$ cat src/rtl/shift_reg_piso_if.sv
// Parallel-load / serial-out handshake bundle for shift_reg_piso.
// The master side is the parallel producer. The slave side is the shift register.
interface shift_reg_piso_if #(
    parameter int WIDTH = 4
) ();
    logic [WIDTH-1:0] pdi;
    logic             load;
    logic             ready;
    logic             sdo;
    logic             sdo_valid;
    logic             done;

    modport master (
        output pdi,
        output load,
        input  ready,
        input  sdo,
        input  sdo_valid,
        input  done
    );

    modport slave (
        input  pdi,
        input  load,
        output ready,
        output sdo,
        output sdo_valid,
        output done
    );
endinterface

$ cat src/rtl/shift_reg_piso.sv
// Parallel-in, serial-out shift register with a load/ready handshake.
// An accepted word's first bit is driven on sdo on the accepting edge. The
// remaining bits follow one per clock, with no gap between them. On a
// frame's last bit, ready is high, so a new load can follow back-to-back.
// Optional feature: define PISO_PARITY_EN to append an even-parity bit. The
// parity is taken from the captured word, so FLEN becomes WIDTH+1.
module shift_reg_piso #(
    parameter int WIDTH     = 4,
    parameter bit MSB_FIRST = 1'b1
) (
    input  logic              clk,
    input  logic              reset_n,
    shift_reg_piso_if.slave   bus
);

`ifdef PISO_PARITY_EN
    localparam int FLEN = WIDTH + 1;
`else
    localparam int FLEN = WIDTH;
`endif
    localparam int CW = $clog2(FLEN + 1);

    generate
        if (WIDTH < 2 || WIDTH > 32) begin : g_bad_width
            $error("shift_reg_piso: WIDTH must be in 2..32");
        end
    endgenerate

    typedef enum logic {
        S_IDLE,
        S_SHIFT
    } state_t;

    state_t           r_state;
    logic [WIDTH-1:0] r_shift;
    logic [CW-1:0]    r_count;
    logic             r_sdo;
    logic             r_valid;
    logic             r_done;
`ifdef PISO_PARITY_EN
    logic             r_par;
`endif

    logic             w_last;
    logic             w_ready;
    logic             w_accept;
    logic             w_first;
    logic [WIDTH-1:0] w_rest;
    logic             w_next_bit;
    logic [WIDTH-1:0] w_shifted;
    logic             w_next_out;

    // Handshake and datapath selects, all derived from registered state.
    always_comb begin
        w_last   = (r_count == CW'(FLEN));
        w_ready  = (r_state == S_IDLE) || w_last;
        w_accept = bus.load && w_ready;

        if (MSB_FIRST) begin
            w_first    = bus.pdi[WIDTH-1];
            w_rest     = bus.pdi << 1;
            w_next_bit = r_shift[WIDTH-1];
            w_shifted  = r_shift << 1;
        end else begin
            w_first    = bus.pdi[0];
            w_rest     = bus.pdi >> 1;
            w_next_bit = r_shift[0];
            w_shifted  = r_shift >> 1;
        end

`ifdef PISO_PARITY_EN
        // Once all data bits have gone out, the parity bit follows.
        w_next_out = (r_count == CW'(WIDTH)) ? r_par : w_next_bit;
`else
        w_next_out = w_next_bit;
`endif
    end

    // Frame FSM. It owns all serial outputs. The first bit is taken from pdi
    // directly, so r_shift only holds the bits not yet sent.
    always_ff @(posedge clk or negedge reset_n) begin
        if (!reset_n) begin
            r_state <= S_IDLE;
            r_shift <= '0;
            r_count <= '0;
            r_sdo   <= 1'b0;
            r_valid <= 1'b0;
            r_done  <= 1'b0;
`ifdef PISO_PARITY_EN
            r_par   <= 1'b0;
`endif
        end else if (w_accept) begin
            r_state <= S_SHIFT;
            r_shift <= w_rest;
            r_count <= CW'(1);
            r_sdo   <= w_first;
            r_valid <= 1'b1;
            r_done  <= 1'b0;
`ifdef PISO_PARITY_EN
            r_par   <= ^bus.pdi;
`endif
        end else begin
            case (r_state)
                S_IDLE: begin
                    r_count <= '0;
                    r_sdo   <= 1'b0;
                    r_valid <= 1'b0;
                    r_done  <= 1'b0;
                end
                S_SHIFT: begin
                    if (w_last) begin
                        r_state <= S_IDLE;
                        r_shift <= '0;
                        r_count <= '0;
                        r_sdo   <= 1'b0;
                        r_valid <= 1'b0;
                        r_done  <= 1'b0;
                    end else begin
                        r_shift <= w_shifted;
                        r_count <= r_count + CW'(1);
                        r_sdo   <= w_next_out;
                        r_valid <= 1'b1;
                        r_done  <= (r_count == CW'(FLEN - 1));
                    end
                end
                default: begin
                    r_state <= S_IDLE;
                    r_count <= '0;
                    r_sdo   <= 1'b0;
                    r_valid <= 1'b0;
                    r_done  <= 1'b0;
                end
            endcase
        end
    end

    assign bus.ready     = w_ready;
    assign bus.sdo       = r_sdo;
    assign bus.sdo_valid = r_valid;
    assign bus.done      = r_done;

endmodule

$ cat src/flat_wrapper.sv
// flat-port wrapper written by rule: the top's interface ports become plain ports
module shift_reg_piso_flat 
#(
    parameter int WIDTH     = 4,
    parameter bit MSB_FIRST = 1'b1
)
  (clk, reset_n, bus_pdi, bus_load, bus_ready, bus_sdo, bus_sdo_valid, bus_done);
  shift_reg_piso_if #(.WIDTH(WIDTH)) bus_i ();
  input  logic clk;
  input  logic reset_n;
  input wire logic [$bits(bus_i.pdi)-1:0] bus_pdi;
  input wire logic [$bits(bus_i.load)-1:0] bus_load;
  output wire logic [$bits(bus_i.ready)-1:0] bus_ready;
  output wire logic [$bits(bus_i.sdo)-1:0] bus_sdo;
  output wire logic [$bits(bus_i.sdo_valid)-1:0] bus_sdo_valid;
  output wire logic [$bits(bus_i.done)-1:0] bus_done;
  assign bus_i.pdi = bus_pdi;
  assign bus_i.load = bus_load;
  assign bus_ready = bus_i.ready;
  assign bus_sdo = bus_i.sdo;
  assign bus_sdo_valid = bus_i.sdo_valid;
  assign bus_done = bus_i.done;
  shift_reg_piso #(.WIDTH(WIDTH), .MSB_FIRST(MSB_FIRST)) u_core (.clk(clk), .reset_n(reset_n), .bus(bus_i));
endmodule
$ cat config.mk
export PLATFORM = sky130hd
export DESIGN_NAME = shift_reg_piso_flat
export DESIGN_NICKNAME = d
export VERILOG_FILES = /design/src/rtl/shift_reg_piso_if.sv /design/src/rtl/shift_reg_piso.sv /design/src/flat_wrapper.sv
export SDC_FILE = /design/constraint.sdc
export NUM_CORES = 1
export LEC_CHECK = 0
export ABC_AREA = 1
export BUFFER_PORTS_ARGS = -buffer_cell sky130_fd_sc_hd__clkbuf_2
export CORE_AREA = 2 2 39 41
export DETAILED_ROUTE_END_ITERATION = 10
export DIE_AREA = 0 0 41 43
export HOLD_SLACK_MARGIN = 0.1
export PLACE_DENSITY_LB_ADDON = 0.2
export SYNTH_ARGS = -nofsm -noshare
export SYNTH_HDL_FRONTEND = slang
export SYNTH_SLANG_ARGS = --single-unit
export TNS_END_PERCENT = 30
$ cat constraint.sdc
create_clock -name clk -period 3.6 [get_ports clk]
set_clock_uncertainty 0.2 [all_clocks]
set_input_delay 0.72 -clock clk [delete_from_list [all_inputs] [get_ports clk]]
set_output_delay 0.72 -clock clk [all_outputs]
set_load 0.01 [all_outputs]
==> results of run 1 <==
-- logic make-up after synthesis --
group	share of synthesized area [%]
AO/OA/AOI/OAI	5.51
adder cells (fa/ha/maj)	8.70
buffers and inverters	10.4
flip-flops	52.2
AND/OR/NAND/NOR	23.2
-- power by group through the flow --
stage	Sequential [W]	Combinational, W	Clock, W
after floorplan	0.000164	0.000116	0
after global placement	0.000162	0.000151	0
after detailed placement	0.000162	0.000153	0
after CTS	0.000160	0.000153	0.0000816
after global routing	0.000165	0.000176	0.0000853
final	0.000159	0.000150	0.0000779
-- layer usage --
metal	vias up	track usage [%]	wire, µm
met4	0	4.00	6
met2	9	13.8	329
met3	2	7.85	67
met5	-	0	0
met1	141	14.9	320
li1	165	-	-
-- worst max-delay path: stages (launching register included) --
cell and delay (ps):
dfrtp_1 380, inv_1 80, ha_1 150, nand2_2 60, nand2_2 210, clkbuf_2 180
-- synthesized netlist by cell type, drive strengths merged --
| cell type | instances |
|---|---|
| o21a | 1 |
| nand3 | 6 |
| inv | 9 |
| nand2 | 10 |
| buf | 1 |
| ha | 3 |
| o211ai | 1 |
| o21ai | 1 |
| dfrtp | 9 |
| nor2 | 4 |
-- area by class of cell --
cell class | count | area share [%]
flip-flops and latches | 9 | 43.6
multi-input cells | 26 | 31.2
repair buffers | 10 | 9.69
clock buffers | 4 | 5.08
well taps | 16 | 3.87
inverters | 9 | 6.54
-- sequential cells by signal, indices dropped and copies added, names as in the netlist --
signal and cells:
u_core.bus.done 1, u_core.r_shift 3, u_core.r_count 3, u_core.r_state 1, u_core.bus.sdo 1
-- final timing paths --
path | start | endpoint | slack [ps] | depth (start not counted)
hold reg to reg | u_core.r_shift[3] | u_core.r_shift[3] | 280 | 2
setup reg to reg | u_core.r_count[0] | u_core.r_shift[3] | 2140 | 7
max in group asynchronous | reset_n | u_core.r_shift[1] | 2900 | 1
hold / removal | reset_n | u_core.r_count[2] | 100 | 1
setup / recovery | u_core.r_count[0] | bus_ready | 1340 | 5
min in group clk | u_core.r_shift[3] | u_core.r_shift[3] | 280 | 2
-- stage by stage --
stage | utilization, % | hold slack (ps) | power (W) | setup WS [ps] | cell area (µm²)
4_1_cts | 37.3 | 108 | 0.000395 | 1330 | 517
2_1_floorplan | - | 224 | 0.000280 | 1840 | 432
3_5_place_dp | 35.4 | 269 | 0.000314 | 1630 | 490
6_report | 37.3 | 99.7 | 0.000387 | 1340 | 517
3_3_place_gp | 35.4 | 280 | 0.000313 | 1650 | 490
5_1_grt | 37.3 | 118 | 0.000427 | 1240 | 517
==> flow_summary.toml, run 1 <==
[die]
start_util_pct = 31.2
die_h_um = 43
dieArea_um2 = 1760
num_rows = 14
die_w_um = 41
pin_count = 11
coreArea_um2 = 1380

[drt]
drc_errors = 0
ant_nets = 0
detail_route.iter0.violations = 2
dr_total_vias = 317
viasPerCell = 4.28
wirelength_um = 723
firstDrtPassIters = 2
route.detailed.wl_per_inst_um = 9.77

[sta]
setup_viol = 0
slew_viol_final = 0
fmax_mhz = 443
tightest_slew_ps = 257
hold_violations = 0
fin_crit_sh_pct = 62.7
relSlewSlack_pct = 82.8
layout_min_cycle_time_ps = 2260
tns_ps = 0
rsz0062_at_grt = "false"

[clock_network]
cts.path.max_buffers = 2
clkTransAtPathRegs_ps = 60
cts_tree = "yes"
cts_resized = 0
post-cts-setup-buffers = 0
cts_root_buffer = "clkbuf_4"
htreeDepth = 1
insertion_delay_ps = 260
postCtsHoldBufs = 0
cts_sinks = 9
cts_buffers = 3

[power]
clockPowerShare_pct = 20.1
combPwrFrac_pct = 38.7
power_frac_seq_pct = 41.1
power_density_nw_per_um2 = 749
intPower_w = 0.000242
p_leak_nw = 0.285
power.switching_w = 0.000145
swShare_pct = 37.6
vdd_drop_max_mv = 0.232

[cells_and_area]
register_area_um2 = 225
layout_common_cells = "clkbuf_2, inv_1, dfrtp_1"
drive_gt1_share_pct = 31.0
diodes = 0
fill_cells = 155
final_cells = 74
multiInputGateArea_um2 = 161
synthToLayoutAreaGrowth_pct = 19.7
finalNetCount = 69
layout_commonest_cell = "clkbuf_2"

[logic_synthesis]
yosysUniqueCellTypes = 13
yosysSeqAreaShare_pct = 52.2
synthCells = 45
avgSynthCellArea_um2 = 9.59
ys.warnings.count = 0
syn_area_um2 = 432
yosysTopAreaCell = "dfrtp_1"
synthTopCellsByArea = "dfrtp_1, ha_1, inv_1, nand2_1, nand3_1"
yosys_register_bits = 9
yosysTopAreaCellShare_pct = 52.2
synth_nets = 55

[min_path]
hold_path.class = "in -> async"

[critical_path]
crit_type = "reg -> out"
critPathCaptureType = "output pin"
start_kind = "register"
required_ps = 2680
cp_max_fo = 12
cp_data_arrival_time_ps = 1340

[place]
dp_cells = 70
io_buffers = 10
place_congestion = 0.707
hpwl_um = 552

[flow_run]
maxCapViolations = 0

[grt]
antenna_found_initial = 0
grt_max_degree = 13
track_usage_pct = 11.1
grt_pass1_vias = 280
overflow = 0
grt_pass1_wl_um = 1240

[run_status]
outcome = "completed"
Power figures use the tool's default switching activity.
==> run 2, diff against run 1 <==
==> constraint.sdc (replaced) <==
create_clock -name clk -period 2.34 [get_ports clk]
set_clock_uncertainty 0.2 [all_clocks]
set_input_delay 0.468 -clock clk [delete_from_list [all_inputs] [get_ports clk]]
set_output_delay 0.468 -clock clk [all_outputs]
set_load 0.01 [all_outputs]
==> flow_summary.toml, run 2 (same netlist as run 1, synthesis figures left out) <==
[run_status]
outcome = "completed"

[critical_path]
critPathMostFrequentCell = "nand2_2"
crit_type = "reg -> out"
path_cells = "inv_1 -> ha_1 -> nand2_2 -> nand2_2 -> clkbuf_2"
slowest_stage = "dfrtp_1"
r2r-start = "u_core.r_count[0]"
critPathCaptureType = "output pin"
cp_max_fo = 12
cp_data_arrival_time_ps = 1340
start_kind = "register"
required_ps = 1670
critical_path.max_stage_delay_ps = 380
crit_path_start = "u_core.r_count[0]"

[clock_network]
cts_tree = "yes"
cts_buffers = 3
cts.path.max_buffers = 2
cts_root_buffer = "clkbuf_4"
clkTransAtPathRegs_ps = 60
cts_resized = 0
htreeDepth = 1
insertion_delay_ps = 260
cts_sinks = 9

[grt]
overflow = 0
track_usage_pct = 11.1
grt_max_degree = 13
antenna_found_initial = 0
grt_pass1_wl_um = 1240
grt_pass1_vias = 280

[drt]
firstDrtPassIters = 2
wirelength_um = 729
ant_nets = 0
detail_route.iter0.violations = 2
route.detailed.wl_per_inst_um = 9.72
drc_errors = 0
viasPerCell = 4.28
dr_total_vias = 321

[min_path]
hold_path.class = "in -> reg"
min_from = "bus_pdi[3]"

[die]
die_h_um = 43
dieArea_um2 = 1760
die_w_um = 41
num_rows = 14
coreArea_um2 = 1380
pin_count = 11
start_util_pct = 31.2

[place]
hpwl_um = 552
io_buffers = 10
place_area_um2 = 490
place_congestion = 0.707

[cells_and_area]
diodes = 0
fill_cells = 153
register_area_um2 = 225
finalNetCount = 70
multiInputGateArea_um2 = 161
drive_gt1_share_pct = 30.5
finish.utilization_pct = 38.1
synthToLayoutAreaGrowth_pct = 22.0
design_area_um2 = 527
top_regs = "u_core.r_count x3, u_core.r_shift x3"
layout_common_cells = "clkbuf_2, inv_1, dfrtp_1"
layout_commonest_cell = "clkbuf_2"

[flow_run]
maxCapViolations = 0

[sta]
tns_ps = 0
hold_violations = 0
slew_viol_final = 0
fin_crit_sh_pct = 85.7
relSlewSlack_pct = 82.8
setup_viol = 0
tightest_slew_ps = 257
fmax_mhz = 498
layout_min_cycle_time_ps = 2010
rsz0062_at_grt = "false"

[power]
power_density_nw_per_um2 = 1130
vdd_drop_max_mv = 0.358
p_leak_nw = 0.289
==> run 2: changes by cell type in the layout (fill, tap and decap cells not counted), sizes merged <==
cell | before | now
dlygate4sd3 | 0 | 1
==> run 2: where the power goes <==
group          switching [W]  leakage [nW]  internal [W]
clock network      0.0000542        0.0150     0.0000657
registers          0.0000298         0.113      0.000215
logic               0.000140         0.161     0.0000921
total               0.000224         0.289      0.000373
==> run 2: what timing repair did <==
item | 4_1_cts | 5_1_grt
setup buffers | 0 | 0
hold endpoints to repair | 9 | 0
hold buffers | 1 | 0
==> run 2: final cells by class <==
| cell class | instances | area share (%) |
|---|---|---|
| tap | 16 | 3.80 |
| inverter | 9 | 6.41 |
| clock buffer | 4 | 4.99 |
| multi-input combinational | 26 | 30.6 |
| sequential | 9 | 42.8 |
| timing repair buffer | 11 | 11.4 |
==> run 2: stage by stage <==
stage	power, W	hold slack, ps	setup slack [ps]	cells
CTS	0.000608	229	322	75
detailed placement	0.000484	143	618	70
floorplan	0.000431	-27.6	827	45
global placement	0.000481	136	641	70
global route	0.000658	261	230	75
finish	0.000597	237	334	75
==> run 2: per-layer routing <==
metal	vias up	wire, µm	track usage [%]
met1	143	329	14.9
met2	9	330	13.8
met3	2	62	7.85
li1	167	-	-
met4	0	6	4.00
met5	-	0	0
==> run 2: critical path, delay by kind of cell (launching register included) <==
kind | cells | cell delay (ps)
AND/OR/NAND/NOR | 2 | 270
flip-flops | 1 | 380
adder cells (fa/ha/maj) | 1 | 150
buffers and inverters | 2 | 260
==> run 2: worst paths after layout <==
kind	slack, ps	to	cells after the start
worst max register to register	880	u_core.r_shift[3]	7
worst min register to register	280	u_core.r_shift[3]	2
max in group asynchronous	1350	u_core.r_shift[1]	2
min in group asynchronous	390	u_core.bus.sdo	2
worst max-delay path	330	bus_ready	5
worst min-delay path	240	u_core.bus.sdo	3
==> run 3, diff against run 2 <==
--- a/config.mk
+++ b/config.mk
@@ -12,6 +12,7 @@
 export DIE_AREA = 0 0 41 43
 export HOLD_SLACK_MARGIN = 0.1
 export PLACE_DENSITY_LB_ADDON = 0.2
+export RECOVER_POWER = 25
 export SYNTH_ARGS = -nofsm -noshare
 export SYNTH_HDL_FRONTEND = slang
 export SYNTH_SLANG_ARGS = --single-unit
==> flow_summary.toml, run 3 (same netlist as run 1, synthesis figures left out) <==
[sta]
setup_viol = 0
tightest_slew_ps = 499
holdWs_ps = 237
tns_ps = 0
relSlewSlack_pct = 66.7
slew_viol_final = 0
hold_violations = 0
fin_crit_sh_pct = 85.7
layout_min_cycle_time_ps = 2010
fmax_mhz = 498
rsz0062_at_grt = "false"

[grt]
overflow = 0
grt_pass1_wl_um = 1240
track_usage_pct = 11.1
antenna_found_initial = 0
grt_pass1_vias = 280
grt_max_degree = 13

[cells_and_area]
design_area_um2 = 526
finalNetCount = 70
synthToLayoutAreaGrowth_pct = 21.7
drive_gt1_share_pct = 28.8
diodes = 0
layout_common_cells = "inv_1, clkbuf_2, dfrtp_1"
finish.utilization_pct = 38.0
top_regs = "u_core.r_count x3, u_core.r_shift x3"

[power]
power_density_nw_per_um2 = 1140
p_leak_nw = 0.286
total_power_w = 0.000597
vdd_drop_max_mv = 0.358

[die]
dieArea_um2 = 1760
die_h_um = 43
pin_count = 11
start_util_pct = 31.2
die_w_um = 41
num_rows = 14
coreArea_um2 = 1380

[drt]
detail_route.iter0.violations = 2
dr_wl_met3_um = 67
wl_met2_um = 316
viasPerCell = 4.24
top_layer_used = "met4"
route.detailed.wl_per_inst_um = 9.69
dr_total_vias = 318
wl_met1_um = 337
ant_nets = 0
drc_errors = 0
firstDrtPassIters = 2
wirelength_um = 727

[place]
hpwl_um = 552
io_buffers = 10
place_area_um2 = 490
place_congestion = 0.707

[clock_network]
cts_sinks = 9
clkTransAtPathRegs_ps = 60
cts.path.max_buffers = 2
insertion_delay_ps = 260
post-cts-setup-buffers = 0
htreeDepth = 1
cts_buffers = 3
cts_tree = "yes"
cts_root_buffer = "clkbuf_4"

[flow_run]
maxCapViolations = 0

[critical_path]
path_buf_inv = 2
critical_path.max_stage_delay_ps = 380
crit_type = "reg -> out"
cp_max_fo = 12
slowest_stage = "dfrtp_1"
critPathCaptureType = "output pin"
required_ps = 1670
cp_data_arrival_time_ps = 1340
cp_top_family = "flip-flops"
path_cells = "inv_1 -> ha_1 -> nand2_2 -> nand2_2 -> clkbuf_2"
start_kind = "register"
critPathMostFrequentCell = "nand2_2"

[run_status]
outcome = "completed"

[min_path]
hold_path.class = "in -> reg"
==> run 3: cell counts in the layout (fill, tap and decap cells not counted) <==
Identical to the previous run, type by type.
==> run 3: power breakdown <==
part	leakage (nW)	switching [W]	total, W	internal, W
Sequential	0.113	0.0000298	0.000245	0.000215
Combinational	0.158	0.000140	0.000232	0.0000918
Clock	0.0150	0.0000542	0.000120	0.0000657
==> run 3: per-layer routing <==
layer	up-vias	global-route usage (%)
met2	9	13.8
met1	140	14.9
li1	167	-
met5	-	0
met4	0	4.00
met3	2	7.85
==> run 3: final cells by class <==
cell class	count	area, µm²
multi-input cells	26	161
flip-flops and latches	9	225
repair buffers	11	58.8
clock buffers	4	26.3
inverters	9	33.8
fillers	153	858
well taps	16	20.0
==> run 3: tightest hold or removal path, delay by kind of cell <==
| family | cells | cell delay [ps] |
|---|---|---|
| buffers and inverters | 1 | 80 |
| AND/OR/NAND/NOR | 2 | 130 |
==> run 3: through the flow <==
stage / instances / worst slack (ps)
global route: 75 / 230
floorplan: 45 / 827
CTS: 75 / 322
finish: 75 / 333
detailed placement: 70 / 618
global placement: 70 / 641
==> run 3: path summary, 6_finish.rpt <==
path | cells past startpoint | slack, ps | startpoint | end
min in group asynchronous | 2 | 470 | reset_n | u_core.r_count[2]
worst max-delay path | 5 | 330 | u_core.r_count[0] | bus_ready
worst min register to register | 2 | 280 | u_core.r_shift[3] | u_core.r_shift[3]
worst max register to register | 7 | 880 | u_core.r_count[0] | u_core.r_shift[3]
max in group asynchronous | 2 | 1120 | reset_n | u_core.r_shift[1]
worst min-delay path | 3 | 240 | bus_pdi[3] | u_core.bus.sdo
==> run 3: repair_timing <==
item / 4_1_cts / 5_1_grt
setup endpoints to repair: 0 / 0
resized for setup: 0 / 0
hold endpoints to repair: 9 / 0
hold buffers: 1 / 0
